## config.mk

```make
export PLATFORM = sky130hd
export DESIGN_NAME = cgr_kmer_addr_gen_flat
export DESIGN_NICKNAME = d
export VERILOG_FILES = /design/src/rtl/cgr_kmer_addr_gen_pkg.sv /design/src/rtl/cgr_kmer_addr_gen_if.sv /design/src/rtl/cgr_kmer_addr_gen_out_slice.sv /design/src/rtl/cgr_kmer_addr_gen.sv /design/src/flat_wrapper.sv
export SDC_FILE = /design/constraint.sdc
export NUM_CORES = 1
export LEC_CHECK = 0
export BUFFER_PORTS_ARGS = -buffer_cell sky130_fd_sc_hd__buf_4
export CORE_UTILIZATION = 50
export CTS_CLUSTER_SIZE = 16
export DETAILED_ROUTE_END_ITERATION = 10
export HOLD_SLACK_MARGIN = 0.08
export MAX_ROUTING_LAYER = met4
export PLACE_DENSITY = 0.74
export SETUP_SLACK_MARGIN = 0.2
export SYNTH_ARGS = -nofsm -noshare
export SYNTH_HDL_FRONTEND = slang
export SYNTH_SLANG_ARGS = --single-unit
```

## constraint.sdc

```tcl
create_clock -name CLK -period 4.6 [get_ports CLK]
set_input_delay 0 -clock CLK [delete_from_list [all_inputs] [get_ports CLK]]
set_output_delay 0 -clock CLK [all_outputs]
set_load 0.02 [all_outputs]
```

## src/rtl/cgr_kmer_addr_gen_pkg.sv

```systemverilog
// Shared constants and {x,y} address helpers for the CGR k-mer address generator.
package cgr_kmer_addr_gen_pkg;
  localparam int MAX_K = 16;

  typedef logic [MAX_K-1:0]   axis_t;
  typedef logic [2*MAX_K-1:0] addr_t;

  // Centre of the CGR square: MSB set, rest clear.
  function automatic axis_t cgr_centre(input int k);
    return axis_t'(1) << (k - 1);
  endfunction

  function automatic addr_t cgr_pack(input axis_t x, input axis_t y, input int k);
    return (addr_t'(x) << k) | addr_t'(y);
  endfunction

  function automatic axis_t cgr_unpack_x(input addr_t a, input int k);
    return axis_t'(a >> k);
  endfunction

  function automatic axis_t cgr_unpack_y(input addr_t a, input int k);
    return axis_t'(a) & ((axis_t'(1) << k) - axis_t'(1));
  endfunction
endpackage

```

## src/rtl/cgr_kmer_addr_gen_if.sv

```systemverilog
// Symbol-in / address-out valid/ready bundle for the CGR address generator.
interface cgr_kmer_addr_gen_if #(parameter int K = 3);
  logic         in_valid;
  logic         in_ready;
  logic [1:0]   in_symbol;
  logic         in_first;
  logic         in_last;
  logic         out_valid;
  logic         out_ready;
  logic [2*K-1:0] out_addr;
  logic         out_last;

  modport master (
    output in_valid, in_symbol, in_first, in_last, out_ready,
    input  in_ready, out_valid, out_addr, out_last
  );

  modport slave (
    input  in_valid, in_symbol, in_first, in_last, out_ready,
    output in_ready, out_valid, out_addr, out_last
  );
endinterface

```

## src/rtl/cgr_kmer_addr_gen_out_slice.sv

```systemverilog
// One-entry valid/ready output register; a new load wins over a same-cycle drain.
module cgr_out_slice #(
  parameter int W = 8
) (
  input  logic         CLK,
  input  logic         RST,
  input  logic         i_load,
  input  logic [W-1:0] i_data,
  input  logic         i_ready,
  output logic         o_valid,
  output logic [W-1:0] o_data
);
  logic         r_valid;
  logic [W-1:0] r_data;

  always_ff @(posedge CLK or posedge RST) begin
    if (RST) begin
      r_valid <= 1'b0;
      r_data  <= '0;
    end else if (i_load) begin
      r_valid <= 1'b1;
      r_data  <= i_data;
    end else if (i_ready) begin
      r_valid <= 1'b0;
    end
  end

  assign o_valid = r_valid;
  assign o_data  = r_data;
endmodule

```

## src/rtl/cgr_kmer_addr_gen.sv

```systemverilog
// Streaming CGR address generator: K-bit X/Y shift registers per read, decimated
// and optionally warm-up-gated emission into a 1-deep output register.
module cgr_kmer_addr_gen
  import cgr_kmer_addr_gen_pkg::*;
#(
  parameter int K       = 3,
  parameter int CNT_W   = 16,
  parameter int DECIM_W = 2
) (
  input  logic               CLK,
  input  logic               RST,
  input  logic               i_cfg_en,
  input  logic [DECIM_W-1:0] i_cfg_decim,
  input  logic               i_cfg_warmup,
  cgr_kmer_addr_gen_if.slave bus,
  output logic               o_short_read,
  output logic [CNT_W-1:0]   o_sym_count
);
  localparam int FW = $clog2(K + 1);
  localparam logic [K-1:0] CENTRE = K'(cgr_centre(K));

  logic [K-1:0]       r_x, r_y;
  logic [FW-1:0]      r_fill;
  logic [DECIM_W-1:0] r_phase;
  logic [CNT_W-1:0]   r_cnt;
  logic               r_short;

  logic               w_in_ready, w_acc, w_ok, w_emit, w_out_valid;
  logic [K-1:0]       w_base_x, w_base_y, w_x_nxt, w_y_nxt;
  logic [FW-1:0]      w_fill_base, w_fill_nxt;
  logic [DECIM_W-1:0] w_phase_base, w_phase_nxt;
  logic [CNT_W-1:0]   w_cnt_base, w_cnt_nxt;
  logic [2*K-1:0]     w_addr;
  logic [2*K:0]       w_slice_data;

  assign w_in_ready  = i_cfg_en & (~w_out_valid | bus.out_ready);
  assign bus.in_ready = w_in_ready;
  assign w_acc       = bus.in_valid & w_in_ready;

  // in_first restarts the read: every per-read quantity starts from its idle value.
  assign w_base_x     = bus.in_first ? CENTRE : r_x;
  assign w_base_y     = bus.in_first ? CENTRE : r_y;
  assign w_fill_base  = bus.in_first ? '0 : r_fill;
  assign w_phase_base = bus.in_first ? '0 : r_phase;
  assign w_cnt_base   = bus.in_first ? '0 : r_cnt;

  assign w_x_nxt = (w_base_x >> 1) | (K'(bus.in_symbol[1]) << (K - 1));
  assign w_y_nxt = (w_base_y >> 1) | (K'(bus.in_symbol[0]) << (K - 1));

  assign w_fill_nxt = (w_fill_base == FW'(K)) ? w_fill_base : w_fill_base + FW'(1);
  assign w_cnt_nxt  = (&w_cnt_base) ? w_cnt_base : w_cnt_base + CNT_W'(1);

  assign w_ok   = ~i_cfg_warmup | (w_fill_nxt >= FW'(K));
  assign w_emit = w_ok & ((w_phase_base >= i_cfg_decim) | bus.in_last);

  // Phase saturates so a long warm-up cannot wrap it below cfg_decim.
  assign w_phase_nxt = w_emit ? '0 :
                       (&w_phase_base) ? w_phase_base : w_phase_base + DECIM_W'(1);

  always_ff @(posedge CLK or posedge RST) begin
    if (RST) begin
      r_x     <= CENTRE;
      r_y     <= CENTRE;
      r_fill  <= '0;
      r_phase <= '0;
      r_cnt   <= '0;
      r_short <= 1'b0;
    end else begin
      r_short <= w_acc & bus.in_last & ~w_ok;
      if (w_acc) begin
        r_x     <= w_x_nxt;
        r_y     <= w_y_nxt;
        r_fill  <= w_fill_nxt;
        r_phase <= w_phase_nxt;
        r_cnt   <= w_cnt_nxt;
      end
    end
  end

  assign w_addr = (2*K)'(cgr_pack(axis_t'(w_x_nxt), axis_t'(w_y_nxt), K));

  cgr_out_slice #(.W(2*K+1)) u_out (
    .CLK     (CLK),
    .RST     (RST),
    .i_load  (w_acc & w_emit),
    .i_data  ({w_addr, bus.in_last}),
    .i_ready (bus.out_ready),
    .o_valid (w_out_valid),
    .o_data  (w_slice_data)
  );

  assign bus.out_valid = w_out_valid;
  assign bus.out_addr  = w_slice_data[2*K:1];
  assign bus.out_last  = w_slice_data[0];
  assign o_short_read  = r_short;
  assign o_sym_count   = r_cnt;
endmodule

```

## src/flat_wrapper.sv

```systemverilog
// flat-port wrapper written by rule: the top's interface ports become plain ports
module cgr_kmer_addr_gen_flat import cgr_kmer_addr_gen_pkg::*;
#(
  parameter int K       = 3,
  parameter int CNT_W   = 16,
  parameter int DECIM_W = 2
)
  (CLK, RST, i_cfg_en, i_cfg_decim, i_cfg_warmup, o_short_read, o_sym_count, bus_in_valid, bus_in_symbol, bus_in_first, bus_in_last, bus_out_ready, bus_in_ready, bus_out_valid, bus_out_addr, bus_out_last);
  cgr_kmer_addr_gen_if #(.K(K)) bus_i ();
  input  logic CLK;
  input  logic RST;
  input  logic i_cfg_en;
  input  logic [DECIM_W-1:0] i_cfg_decim;
  input  logic i_cfg_warmup;
  output logic o_short_read;
  output logic [CNT_W-1:0] o_sym_count;
  input wire logic [$bits(bus_i.in_valid)-1:0] bus_in_valid;
  input wire logic [$bits(bus_i.in_symbol)-1:0] bus_in_symbol;
  input wire logic [$bits(bus_i.in_first)-1:0] bus_in_first;
  input wire logic [$bits(bus_i.in_last)-1:0] bus_in_last;
  input wire logic [$bits(bus_i.out_ready)-1:0] bus_out_ready;
  output wire logic [$bits(bus_i.in_ready)-1:0] bus_in_ready;
  output wire logic [$bits(bus_i.out_valid)-1:0] bus_out_valid;
  output wire logic [$bits(bus_i.out_addr)-1:0] bus_out_addr;
  output wire logic [$bits(bus_i.out_last)-1:0] bus_out_last;
  assign bus_i.in_valid = bus_in_valid;
  assign bus_i.in_symbol = bus_in_symbol;
  assign bus_i.in_first = bus_in_first;
  assign bus_i.in_last = bus_in_last;
  assign bus_i.out_ready = bus_out_ready;
  assign bus_in_ready = bus_i.in_ready;
  assign bus_out_valid = bus_i.out_valid;
  assign bus_out_addr = bus_i.out_addr;
  assign bus_out_last = bus_i.out_last;
  cgr_kmer_addr_gen #(.K(K), .CNT_W(CNT_W), .DECIM_W(DECIM_W)) u_core (.CLK(CLK), .RST(RST), .i_cfg_en(i_cfg_en), .i_cfg_decim(i_cfg_decim), .i_cfg_warmup(i_cfg_warmup), .bus(bus_i), .o_short_read(o_short_read), .o_sym_count(o_sym_count));
endmodule
```

==> flow_summary.toml, run 1 <==
[floorplanning]
die_w_um = 62.7
ioPinCount = 38
dieArea_mm2 = 0.00393
initial_core_util_pct = 53.4
core_mm2 = 0.00344
die_h_um = 62.7
rows = 21

[grt]
grt_pass1_wl_mm = 7.24
grt_pass1_vias = 1597
grt_max_degree = 34
antenna_found_initial = 0
grt_usage_pct = 24.1
grt_overflow = 0

[pwr]
p_leak_nw = 1.03
power.density_mw_per_mm2 = 368
ir_worst_vdd_mv = 0.235

[layout]
diodes = 0
fillCellCount = 294
multi_input_area_um2 = 942
stdcell_count = 279
drive_gt1_share_pct = 24.9
area_growth_pct = 25.4
regArea_um2 = 828
final_area_mm2 = 0.00231
final_nets = 247

[placement]
hpwl_mm = 3.05
place_area_mm2 = 0.00214
dpl.cell_count = 266
portBuffers = 37
place.gp.congestion = 0.965
dp_worst_setup_slack_ns = 2.36

[worst_setup_path]
crit_type = "flop to flop"
cp.required_ns = 4.77
reg2reg_slack_ns = 2.36
r2r-start = "u_core.u_out.o_valid$_DFFE_PP0P_"
setup.worst_path.end_class = "flop"
start_kind = "flop"
r2r_cells = 4
reg2reg_to = "u_core.u_out.o_data[4]$_DFFE_PP0P_"
cp.arrival_ns = 2.41
cp_max_fo = 17

[synth]
ys.flop_type = "dfrtp_1"
syn-instance-count = 189
async_flop_share_pct = 100
synth_edf_count = 0
ys_seq_elements = 33
synth_cell_types = 47
netlist_area_mm2 = 0.00184
seq_area_frac_synth_pct = 45.0
yosys_warnings = 0
syn_area_per_cell_um2 = 9.73
syn_nets = 204

[detailed_routing]
vias = 1638
wl_per_cell_um = 15.3
drt-initial-drc-count = 112
antenna_left = 0
drc = 0
wl_mm = 4.28
drt-pass1-iter-count = 4
routed_via_density = 5.87

[outcome]
outcome = "finished clean"

[sta]
finalHoldViolCount = 0
setup_ws_ns = 2.36
worst_pin_slew_ns = 0.723
slew_violations = 0
fmax_mhz = 446
period_minus_slack_ns = 2.24
fin_skew_ns = 0.00814
finalSetupTns_ns = 0
finalSetupViolCount = 0
rsz0062_at_grt = "false"
fin_crit_sh_pct = 48.7
slew_headroom_pct = 51.7

[hold_path]
min_path_type = "input port to flop"
hold_depth = 3
min_to = "u_core.o_sym_count[9]$_DFFE_PP0N_"
hold_start = "bus_in_first"

[clock_tree]
cts_buffers = 5
clk-insertion-delay-late_ns = 0.28
ctsResizeCount = 0
cts-root-buf = "clkbuf_8"
path_clk_slew_ns = 0.07
cts_buffer_depth = 2
cts_tree = "done"
cts_sinks = 33
htreeDepth = 2
cts_setup_buffers = 0

[flow_run]
maxCapViolations = 0
## through the flow
stage               hold slack, ns  total power (W)  util (%)
finish                       0.173         0.000848      67.0
detailed placement           0.124         0.000570      62.2
global placement             0.114         0.000562      62.2
floorplan                   0.0830         0.000489         -
global route                 0.189         0.000888      67.0
CTS                          0.172         0.000854      67.0
## worst max-delay path, stage by stage, from the launching register on
cell and delay, ns:
dfrtp_1 0.40, nand2b_1 0.12, nand3_1 0.49, or3_1 0.73
mux2_1 0.38
## cell type report
| cell class | instances | area share (%) |
|---|---|---|
| clock buffers | 7 | 3.74 |
| clock inverters | 1 | 1.30 |
| inverters | 7 | 1.14 |
| multi-input cells | 142 | 40.9 |
| flip-flops and latches | 33 | 35.9 |
| well taps | 46 | 2.50 |
| repair buffers | 43 | 14.5 |
## worst max-delay path by stage
| stage | start | endpoint | slack [ns] | cells after the start |
|---|---|---|---|---|
| floorplan | u_core.o_sym_count[0]$_DFFE_PP0N_ | u_core.o_sym_count[1]$_DFFE_PP0N_ | 2.57 | 7 |
| global placement | u_core.u_out.o_valid$_DFFE_PP0P_ | u_core.u_out.o_data[2]$_DFFE_PP0P_ | 2.43 | 4 |
| detailed placement | u_core.u_out.o_valid$_DFFE_PP0P_ | u_core.u_out.o_data[0]$_DFFE_PP0P_ | 2.36 | 4 |
| CTS | u_core.u_out.o_valid$_DFFE_PP0P_ | u_core.u_out.o_data[0]$_DFFE_PP0P_ | 2.35 | 4 |
| global route | u_core.u_out.o_valid$_DFFE_PP0P_ | u_core.u_out.o_data[1]$_DFFE_PP0P_ | 2.21 | 4 |
| finish | u_core.u_out.o_valid$_DFFE_PP0P_ | u_core.u_out.o_data[4]$_DFFE_PP0P_ | 2.36 | 4 |
## cells by family (layout without fill, tap and decap cells)
group / after synthesis / after routing / share of synthesized area (%)
AO/OA/AOI/OAI: 39 / 39 / 14.8
flip-flops: 33 / 33 / 45.0
buffers and inverters: 14 / 58 / 3.74
XOR/XNOR: 3 / 3 / 1.43
AND/OR/NAND/NOR: 88 / 88 / 27.6
multiplexers: 9 / 9 / 5.44
adder cells (fa/ha/maj): 3 / 3 / 2.04
## registers in the layout (all words and copies together), names as in the netlist
register / count
u_core.o_short_read: 1
u_core.o_sym_count: 16
u_core.r_fill: 2
u_core.r_phase: 2
u_core.r_x: 2
u_core.r_y: 2
u_core.u_out.o_data: 7
u_core.u_out.o_valid: 1
## cell usage in the layout, fill, tap and decap left out, drive strengths merged, types with 4 or more instances in the layout
cell | netlist | routed
a31oi | 4 | 4
nand2b | 5 | 5
nand3b | 4 | 4
or3 | 4 | 4
nor3 | 6 | 6
nor2 | 17 | 17
nor2b | 7 | 7
dfrtp | 31 | 31
inv | 7 | 7
mux2 | 8 | 8
clkbuf | 4 | 7
nand3 | 8 | 8
dlygate4sd3 | 0 | 5
a211oi | 5 | 5
nand2 | 19 | 19
buf | 3 | 38
a21oi | 10 | 10
o21ai | 6 | 6
## power by group
part	internal (W)	leakage [nW]	switching [W]
Combinational	0.0000900	0.560	0.000105
Sequential	0.000338	0.416	0.0000340
Clock	0.000177	0.0585	0.000104
## synth_stat cells (3+ instances only)
cell type,number,area (µm²)
dfrtp_1,31,776
nand2_1,19,71.3
a21oi_1,10,50.1
nand3_1,8,40.0
nand4_1,3,18.8
mux2_1,6,67.6
nor3_1,6,30.0
clkbuf_1,4,15.0
xnor2_1,3,26.3
o21ai_0,6,30.0
nor2b_1,7,43.8
a211oi_1,5,37.5
nor2_1,17,63.8
ha_1,3,37.5
inv_1,7,26.3
a31oi_1,4,25.0
nand3b_1,4,30.0
nand2b_1,5,31.3
or3_1,4,25.0
## timing repair
action                     CTS  global route
hold endpoints to repair    38             0
setup endpoints to repair    0             0
hold buffers                 5             0
## routing by layer
metal  GRT usage (%)  part of all wire (%)
met1            28.7                    44
met3            6.20                   5.2
met5               -                     0
met4            9.01                   2.0
met2            39.3                    49
(Power assumes the default switching activity.)
==> run 2: changes to the inputs <==
Settings changed: ABC_AREA set to 1, PLACE_DENSITY 0.74 to 0.73.
Clock period 4.6 ns to 2.08 ns, I/O delays scaled along.
==> run 2 against run 1 <==
Net effect:
- non-clock buffer count rose by 4
- largest cell class unchanged
- die area rose by 8.9%
- final cell count rose by 32%
- worst setup slack got worse by 2.0 ns
- critical endpoint is now u_core.o_sym_count[10]$_DFFE_PP0N_
- first-iteration DRC count fell by 43%
- critical path depth rose by 6
- global-route usage rose by 0.32 points
- via count rose by 12%
==> flow_summary.toml, run 2 <==
[clock_tree]
cts_buffer_depth = 2
cts_tree = "done"
path_clk_slew_ns = 0.07
cts_sinks = 33
cts-root-buf = "clkbuf_8"
htreeDepth = 2
cts_buffers = 5
clk-insertion-delay-late_ns = 0.29

[sta]
period_minus_slack_ns = 1.72
slew_violations = 0
slew_headroom_pct = 67.3
fin_skew_ns = 0.00511
finalHoldViolCount = 0
finalSetupTns_ns = 0
worst_pin_slew_ns = 0.490
fmax_mhz = 581
finalSetupViolCount = 0
fin_crit_sh_pct = 82.7
rsz0062_at_grt = "false"

[detailed_routing]
drt-pass1-iter-count = 4
routed-wl-met3_um = 153
wl_per_cell_um = 12.1
routed_via_density = 4.96
dr_wl_met2_mm = 2.09
drt-initial-drc-count = 64
drc = 0
wl_met1_mm = 2.17
antenna_left = 0
vias = 1830
highest_layer = "met4"
wl_mm = 4.47

[layout]
final_cell_mix = "nand2_1 (95), buf_4 (41), inv_1 (33), dfrtp_1 (31), nand3_1 (22)"
area_growth_pct = 25.9
drive_gt1_share_pct = 26.2
layout_commonest_cell = "nand2_1"
largest_reg_flops = 16
diodes = 0
final_util_pct = 67.5
final_nets = 335

[worst_setup_path]
crit_type = "flop to flop"
start_kind = "flop"
cpPeakStageDelay_ns = 0.37
crit_buf_inv = 2
r2r-start = "u_core.o_sym_count[1]$_DFFE_PP0N_"
cp_cell_sequence = "inv_1 > nor2_1 > ha_2 > nand4_4 > nor2_4 > inv_2 > nor2_2 > nand3_1 > nand2_1 > nand2_1"
setup.worst_path.end_class = "flop"
cp.required_ns = 2.26
cp.arrival_ns = 1.90
cp_top_family = "simple AND/OR/NAND/NOR gates"
cp_slowest_cell = "dfrtp_1"
crit_path_frequent_cell = "nand2_1"
critical_path.startpoint = "u_core.o_sym_count[1]$_DFFE_PP0N_"
cp_max_fo = 6

[floorplanning]
die_h_um = 65.4
dieArea_mm2 = 0.00427
core_mm2 = 0.00374
die_w_um = 65.4
ioPinCount = 38
initial_core_util_pct = 53.6
rows = 22

[flow_run]
maxCapViolations = 0

[grt]
antenna_found_initial = 0
grt_pass1_wl_mm = 7.73
grt_usage_pct = 24.4
grt_overflow = 0
grt_max_degree = 22
grt_pass1_vias = 1697

[synth]
synth_top_area_cell = "dfrtp_1"
synth_cell_types = 28
netlist_area_mm2 = 0.00201
syn_area_per_cell_um2 = 7.36
async_flop_share_pct = 100
syn_nets = 288
seq_area_frac_synth_pct = 41.2
yosys_warnings = 0
synthMostInstantiatedCell = "nand2_1"
ys.flop_type = "dfrtp_1"
yosys-top-cells-count = "nand2_1 (96), inv_1 (33), dfrtp_1 (31)"
synth.area.top_cells = "dfrtp_1 (39%), nand2_1 (18%), inv_1 (6.2%)"
synth_top_area_share_pct = 38.6
synth_edf_count = 0
ys_seq_elements = 33
syn-instance-count = 273

[pwr]
ir_worst_vdd_mv = 0.888
power.density_mw_per_mm2 = 777
p_leak_nw = 1.34

[hold_path]
min_path_type = "input port to flop"
hold_start = "bus_in_valid"

[placement]
hpwl_mm = 3.28
portBuffers = 37
place.gp.congestion = 0.838

[outcome]
outcome = "finished clean"
==> run 2: cell families (layout without fill, tap and decap cells) <==
group	count (synthesis)	in the layout	share of synthesized area (%)
AO/OA/AOI/OAI	20	20	5.23
flip-flops	33	33	41.2
buffers and inverters	45	93	9.47
adder cells (fa/ha/maj)	3	3	1.87
AND/OR/NAND/NOR	168	168	40.4
XOR/XNOR	4	4	1.74
==> run 2: worst min-delay path, cell delays in order <==
cell,delay [ns]
buf_4,0.11
nand2_2,0.20
nor3_1,0.07
==> run 2: what timing repair did <==
action,in CTS,in global routing
hold buffers,6,0
resized for setup,0,3
endpoints found under the setup margin,0,4
buffers inserted,0,0
endpoints found under the hold margin,19,0
==> run 2: where the power goes <==
part	internal [W]	switching (W)
clock	0.000476	0.000248
combinational	0.000179	0.000252
sequential	0.000740	0.0000703
==> run 2: final timing paths <==
path / cells past startpoint / slack [ns] / end
worst min-delay path: 3 / 0.13 / u_core.o_short_read$_DFF_PP0_
worst min register to register: 2 / 0.47 / u_core.r_x[2]$_DFFE_PP1N_
worst max-delay path: 10 / 0.36 / u_core.o_sym_count[10]$_DFFE_PP0N_
max in group asynchronous: 4 / 1.08 / u_core.r_y[2]$_DFFE_PP1N_
worst max register to register: 10 / 0.36 / u_core.o_sym_count[10]$_DFFE_PP0N_
min in group asynchronous: 3 / 0.29 / u_core.u_out.o_data[5]$_DFFE_PP0P_
==> run 2: metrics by stage <==
stage | power (W) | instance area (µm²) | std cells | worst slack (ns) | hold WS (ns)
final | 0.00196 | 2530 | 369 | 0.359 | 0.132
after global routing | 0.00205 | 2530 | 369 | 0.203 | 0.153
after CTS | 0.00198 | 2520 | 369 | 0.347 | 0.125
after detailed placement | 0.00124 | 2330 | 355 | 0.365 | 0.0580
after global placement | 0.00123 | 2330 | 355 | 0.434 | 0.0528
after floorplan | 0.00107 | 2010 | 273 | 0.395 | 0.0909
==> run 2: layer usage <==
metal	track usage, %	vias to the layer above
met5	-	-
met4	7.61	0
met3	5.56	7
met2	39.8	28
met1	30.1	849
li1	-	946
==> run 2: layout make-up <==
cell class	count	area [µm²]
sequential	33	828
multi-input combinational	195	995
clock inverter	3	65.1
tap	48	60.1
clock buffer	5	68.8
timing repair buffer	47	368
inverter	38	144
fill	336	1210
==> run 3: changes to the inputs <==
Clock period 2.08 ns to 1.7 ns, I/O delays scaled along.
==> run 3 against run 2 <==
Net effect:
- core utilization is 7.2 points higher
- register-to-register slack worse by 0.24 ns
- clock power is 5.2% higher
- global-route usage is 2.0 points higher
- worst hold slack worse by 0.0065 ns
- sequential share of layout area is 3.0 points lower
- cell area is 11% higher
- die area stayed put
==> flow_summary.toml, run 3 (synthesis gave the netlist of run 2 again) <==
[sta]
slew_headroom_pct = 71.4
finalSetupViolCount = 0
period_minus_slack_ns = 1.58
slew_violations = 0
finalSetupTns_ns = 0
worst_pin_slew_ns = 0.429
finalHoldViolCount = 0
fin_skew_ns = 0.00654
fin_crit_sh_pct = 92.8
setup_ws_ns = 0.123
rsz0062_at_grt = "true"
fmax_mhz = 634

[hold_path]
hold_start = "bus_in_first"
min_path_type = "input port to flop"
min_to = "u_core.u_out.o_data[5]$_DFFE_PP0P_"
hold_depth = 4

[placement]
portBuffers = 37
dpl.cell_count = 357
place.gp.congestion = 0.884
hpwl_mm = 3.27
dp_worst_setup_slack_ns = 0.124

[clock_tree]
path_clk_slew_ns = 0.08
clk-insertion-delay-late_ns = 0.30
cts_buffers = 5
cts_tree = "done"
cts-root-buf = "clkbuf_8"
htreeDepth = 2
cts_sinks = 33
cts_buffer_depth = 2

[layout]
stdcell_count = 389
diodes = 0
final_util_pct = 74.7
drive_gt1_share_pct = 35.8
layout_commonest_cell = "nand2_1"
largest_reg_flops = 16
fillCellCount = 304
final_nets = 355
final_cell_mix = "nand2_1 (91), buf_4 (54), inv_1 (29), dfrtp_1 (27), nand3_1 (18)"
multi_input_area_mm2 = 0.00109
area_growth_pct = 39.3
regArea_um2 = 833

[worst_setup_path]
cp.required_ns = 1.89
r2r-start = "u_core.r_phase[1]$_DFFE_PP0N_"
r2r_cells = 10
cp.arrival_ns = 1.77
crit_type = "flop to flop"
reg2reg_slack_ns = 0.12
setup.worst_path.end_class = "flop"
cp_max_fo = 5
reg2reg_to = "u_core.u_out.o_data[4]$_DFFE_PP0P_"
start_kind = "flop"

[floorplanning]
initial_core_util_pct = 53.6
die_h_um = 65.4
core_mm2 = 0.00374
die_w_um = 65.4
ioPinCount = 38
rows = 22
dieArea_mm2 = 0.00427

[pwr]
ir_worst_vdd_mv = 0.703
p_total_w = 0.00244
power.density_mw_per_mm2 = 873
p_leak_nw = 1.47

[grt]
met1_usage_pct = 33.8
met2_usage_pct = 41.4
busiest_layer = "met2"
grt_usage_pct = 26.4
grt_pass1_vias = 1818
grt_pass1_wl_mm = 8.29
grt_overflow = 0
grt_max_degree = 34
antenna_found_initial = 0
use_met3_pct = 6.08

[detailed_routing]
routed_via_density = 5.08
wl_per_cell_um = 13.2
drc = 0
drt-initial-drc-count = 89
antenna_left = 0
vias = 1976
wl_mm = 5.13
drt-pass1-iter-count = 4

[outcome]
outcome = "finished clean"

[flow_run]
maxCapViolations = 0
run 3: worst max-delay path by stage:
stage                                       from                            endpoint  slack, ns  depth (start not counted)
6_report           u_core.r_phase[1]$_DFFE_PP0N_  u_core.u_out.o_data[4]$_DFFE_PP0P_       0.12                         10
5_1_grt            u_core.r_phase[1]$_DFFE_PP0N_  u_core.u_out.o_data[4]$_DFFE_PP0P_       0.03                         10
4_1_cts        u_core.o_sym_count[1]$_DFFE_PP0N_  u_core.o_sym_count[12]$_DFFE_PP0N_       0.19                         10
3_5_place_dp   u_core.o_sym_count[0]$_DFFE_PP0N_  u_core.o_sym_count[12]$_DFFE_PP0N_       0.12                         10
3_3_place_gp   u_core.o_sym_count[0]$_DFFE_PP0N_  u_core.o_sym_count[12]$_DFFE_PP0N_       0.12                         10
2_1_floorplan  u_core.o_sym_count[1]$_DFFE_PP0N_  u_core.o_sym_count[12]$_DFFE_PP0N_       0.17                         10
run 3: timing repair:
| action | CTS | global route |
|---|---|---|
| pin swaps | 6 | 13 |
| resized for setup | 2 | 24 |
| hold endpoints to repair | 38 | 2 |
| setup endpoints to repair | 19 | 26 |
| buffers inserted | 6 | 9 |
| hold buffers | 6 | 1 |
| cloned | 1 | 1 |
run 3: power by group:
| part | internal (W) | switching, W | leakage, nW |
|---|---|---|---|
| clock | 0.000439 | 0.000323 | 0.0543 |
| sequential | 0.000910 | 0.0000876 | 0.425 |
| combinational | 0.000311 | 0.000372 | 0.987 |
run 3: per-stage QoR:
step / hold slack, ns / cell area [µm²]
final: 0.125 / 2800
after global routing: 0.143 / 2800
after CTS: 0.0805 / 2650
after detailed placement: 0.132 / 2410
after global placement: 0.122 / 2410
after floorplan: 0.0909 / 2050
run 3: critical path, stage by stage, from the launching register on:
cell and delay, ns:
dfrtp_1 0.39, inv_2 0.06, nor2_1 0.05, ha_1 0.27
o21ai_1 0.06, nand2_1 0.08, nand2_2 0.08, nor2_4 0.20
clkinvlp_4 0.17, nand2_1 0.08, nand2_1 0.05
run 3: area by class of cell:
class,count,share of cell area (%)
multi-input cells,196,39.1
flip-flops and latches,33,29.8
repair buffers,65,19.2
inverters,38,5.37
clock buffers,5,2.46
well taps,48,2.15
clock inverters,3,1.65
repair inverters,1,0.268
run 3: routing by layer:
metal / vias to the layer above / wire length [µm]
met1: 924 / 2270
met5: - / 0
met2: 53 / 2490
li1: 987 / -
met3: 12 / 254
met4: 0 / 118
